`src/rtl/mux_16.sv`:
```
// mux_16: two-input word mux for the Hack datapath, with an optional registered copy (MUX16_REG_OUT_EN).
// Latency: y is combinational; y_q/sel_q are one cycle when MUX16_REG_OUT_EN is defined, else combinational.
// Backpressure: none; hold=1 freezes y_q/sel_q, and rst_n low (async) clears them.
module mux_16 #(
    parameter int WIDTH = 16
) (
    input  logic             clk,
    input  logic             rst_n,
    input  logic [WIDTH-1:0] a,
    input  logic [WIDTH-1:0] b,
    input  logic             sel,
    input  logic             hold,
    output logic [WIDTH-1:0] y,
    output logic [WIDTH-1:0] y_q,
    output logic             sel_q
);

    assign y = sel ? b : a;

`ifdef MUX16_REG_OUT_EN
    // Reset dominates hold, and hold dominates capture.
    always_ff @(posedge clk or negedge rst_n) begin
        if (!rst_n) begin
            y_q   <= '0;
            sel_q <= 1'b0;
        end else if (!hold) begin
            y_q   <= y;
            sel_q <= sel;
        end
    end
`else
    assign y_q   = y;
    assign sel_q = sel;

    // The port list stays the same in both builds, so the control pins are sunk here.
    logic unused_ctrl;
    assign unused_ctrl = &{1'b0, clk, rst_n, hold};
`endif

endmodule

```
`config.mk`:
```
export PLATFORM = sky130hd
export DESIGN_NAME = mux_16
export DESIGN_NICKNAME = d
export VERILOG_FILES = /design/src/rtl/mux_16.sv
export SDC_FILE = /design/constraint.sdc
export NUM_CORES = 1
export LEC_CHECK = 0
export CORE_AREA = 2 2 46 48
export DETAILED_ROUTE_END_ITERATION = 8
export DIE_AREA = 0 0 48 50
export GPL_TIMING_DRIVEN = 0
export PLACE_DENSITY = 0.8
export RECOVER_POWER = 50
export SETUP_SLACK_MARGIN = 0.2
export SYNTH_ARGS = -nofsm -noshare
export SYNTH_HDL_FRONTEND = slang
export SYNTH_SLANG_ARGS = --single-unit
```
`constraint.sdc`:
```
create_clock -name vclk -period 1.18
set_input_delay 0.236 -clock vclk [all_inputs]
set_output_delay 0.236 -clock vclk [all_outputs]
set_load 0.01 [all_outputs]
```
* Word-level counts from Yosys, hierarchy flattened
Index checks and enable logic that the tools add are counted.
** Operators by class
- Muxes and demuxes :: 1
** Operators by type and width (count)
- $mux 16 :: 1
** Storage, ports and cells
- Register bits :: 0
- Input port bits :: 36
- Output and inout bits :: 33
- Word-level logic and storage cells :: 1

* Depth between registers and ports, before layout
- Depth in word-level cells :: 1
- Depth in mapped cells :: 4
- Gate-level depth less buffers :: 1

* Worst setup path after synthesis
No wires, ideal clock.
- Kind :: input -> output
- From :: input sel
- To :: output y_q[10]
- Data arrival time :: 950 ps
- Data required time :: 944 ps
- Path slack :: -6 ps
- Stages on the path :: 4
- Buffers on the path :: 3
- Cells stage by stage :: buf_6 > buf_12 > mux2_4 > buf_4
** On the way
- Cells in the longest elaborated chain, start to end :: 1
** Ends and longest elaborated chain
- start: declaration :: line 11 : input logic sel,
- $mux 16 :: line 18 : assign y = sel ? b : a;
- end: declaration :: line 14 : output logic [WIDTH-1:0] y_q,
Every way passes these cells.

* Worst setup path in the final report
- From :: input sel
- To :: output y_q[15]
The elaborated chain is that of the path after synthesis.

==> results.yml <==
timing:
  period_minus_slack_ns: 1.254
  worst_slack_ns: -0.07360
  rsz0062_at_grt: "yes"
  final_hold_viol_count: 0
  tightest_slew_ns: 0.1081
  finalCritPeriodShare: 1.062
  final_max_slew_viol_count: 0
  fmax_ghz: 0.7977
  slew-limit-headroom: 0.9283
  setup_violations: 15
  tns_ns: -1.021
setup_path:
  critPathRequiredTime_ns: 0.94
  worstPathMaxFanout: 5
  critPathSlowestCell: "mux2_4"
  critPathMaxStageDelay_ns: 0.31
  path_cells: "buf_12 -> buf_12 -> mux2_4 -> buf_6 -> buf_6"
  crit_buf_inv: 4
  end_kind: "output pin"
  cp.depth: 5
  path_class: "in2out"
  cp_top_family: "buffers and inverters"
  cp.arrival_ns: 1.02
  start_kind: "input pin"
placement:
  hpwlAfterDp_mm: 1.292
  place_ws_ns: -0.5722
  port-buffer-count: 65
  finalWeightedCongestion: 0.5940
synth:
  yosys.area.top_type: "mux2_4"
  synth_top_area_frac: 0.3987
  synth_cell_types: 5
  ys_warn_count: 0
  synthTopCellsByArea: "mux2_4 (40%), buf_4 (34%), mux2_2 (18%), buf_12 (5.3%), buf_6 (3.0%)"
  seq_area_frac_synth: 0
  syn_area_per_cell_um2: 10.76
  netlist_instances: 35
  syn_area_um2: 376.6
  synthesis.nets: 71
floorplanning:
  initial_core_util: 0.1980
  core-area_mm2: 0.001902
  die_h_um: 50
  fp.dieW_um: 48
  num_rows: 16
  io_pins: 69
  fp.dieArea_mm2: 0.002400
global_routing:
  overflow: 0
  grt_use_total: 0.1194
  antenna_found_initial: 0
  grt_max_degree: 6
  grt_pass1_vias: 518
  grt_pass1_wl_mm: 2.173
run_status:
  violations: "negative setup slack"
  status: "finished, violations left"
cells_and_area:
  register_area_um2: 0
  synthToLayoutAreaGrowth_pct: 199.7
  diodes: 0
  drive_gt1_frac: 0.6893
  seq_cells: 0
  clock_buffers: 0
  nets: 141
  mostFrequentLayoutCell: "buf_6"
  final_cell_mix: "buf_6 (36), dlygate4sd2_1 (31), mux2_4 (16)"
detailed_routing:
  drt-vias-per-instance: 4.000
  firstDrtPassIters: 1
  vias: 520
  drc: 0
  routedWlPerCell_um: 12.22
  wl_mm: 1.589
  ant_nets: 0
  drt_iter0_markers: 0
flow_run:
  maxCapViolCount: 0
worst_hold_path:
  hold_depth: 3
  worstHoldStart: "a[0]"
  worstHoldEndpoint: "y[0]"
  min_path_type: "in2out"
power_and_ir_drop:
  p_leak_uw: 0.0006184
  peakVddDrop_uv: 209.7
  power_density_mw_per_mm2: 449.0
cts:
  ctsHoldBuffers: 0
area by class of cell:
cell class,instances,area (µm²)
tap,27,33.78
fill,170,773.2
timing repair buffer,68,633.1
multi-input combinational,16,240.2
buffer,19,221.5
synth_stat cells:
library cell	number
mux2_2	6
mux2_4	10
buf_4	17
buf_6	1
buf_12	1
cells by family (layout without fill, tap and decap cells):
kind of cell           count (synthesis)  in the layout  share of synthesized area
muxes                                 16             16                     0.5780
buffers and inverters                 19             87                     0.4219
routing by layer:
| metal | vias to the layer above | global-route usage | wire length [µm] |
|---|---|---|---|
| met1 | 226 | 0.1326 | 612 |
| met2 | 55 | 0.2200 | 675 |
| li1 | 239 | - | - |
| met3 | 0 | 0.04396 | 300 |
| met5 | - | 0 | 0 |
| met4 | 0 | 0 | 0 |
metrics by stage:
stage	utilization	instance area [µm²]	hold WS [ns]	power, µW	instances
floorplan	-	430.4	0.5638	233.8	35
finish	0.5934	1129	0.7857	506.8	130
CTS	0.5901	1122	0.7946	507.6	130
global route	0.5934	1129	0.7986	536.7	130
detailed placement	0.5862	1115	1.039	516.8	127
global placement	0.5862	1115	1.042	510.4	127
report_power, final:
group	switching [µW]	total [µW]	internal, µW
registers	0	0	0
clock network	0	0	0
logic	164	507	343
worst max path at each step:
stage,startpoint,end
after floorplan,sel,y_q[10]
after global placement,a[0],y_q[0]
after detailed placement,a[0],y_q[0]
after CTS,sel,y_q[11]
after global routing,sel,y_q[14]
final,sel,y_q[15]
what timing repair did:
item / 4_1_cts / 5_1_grt
endpoints found under the hold margin: 0 / 0
cloned: 1 / 0
setup endpoints to repair: 33 / 32
setup buffers: 2 / 0
resized for setup: 195 / 2
No activity file was read; power rests on OpenSTA's default activity.
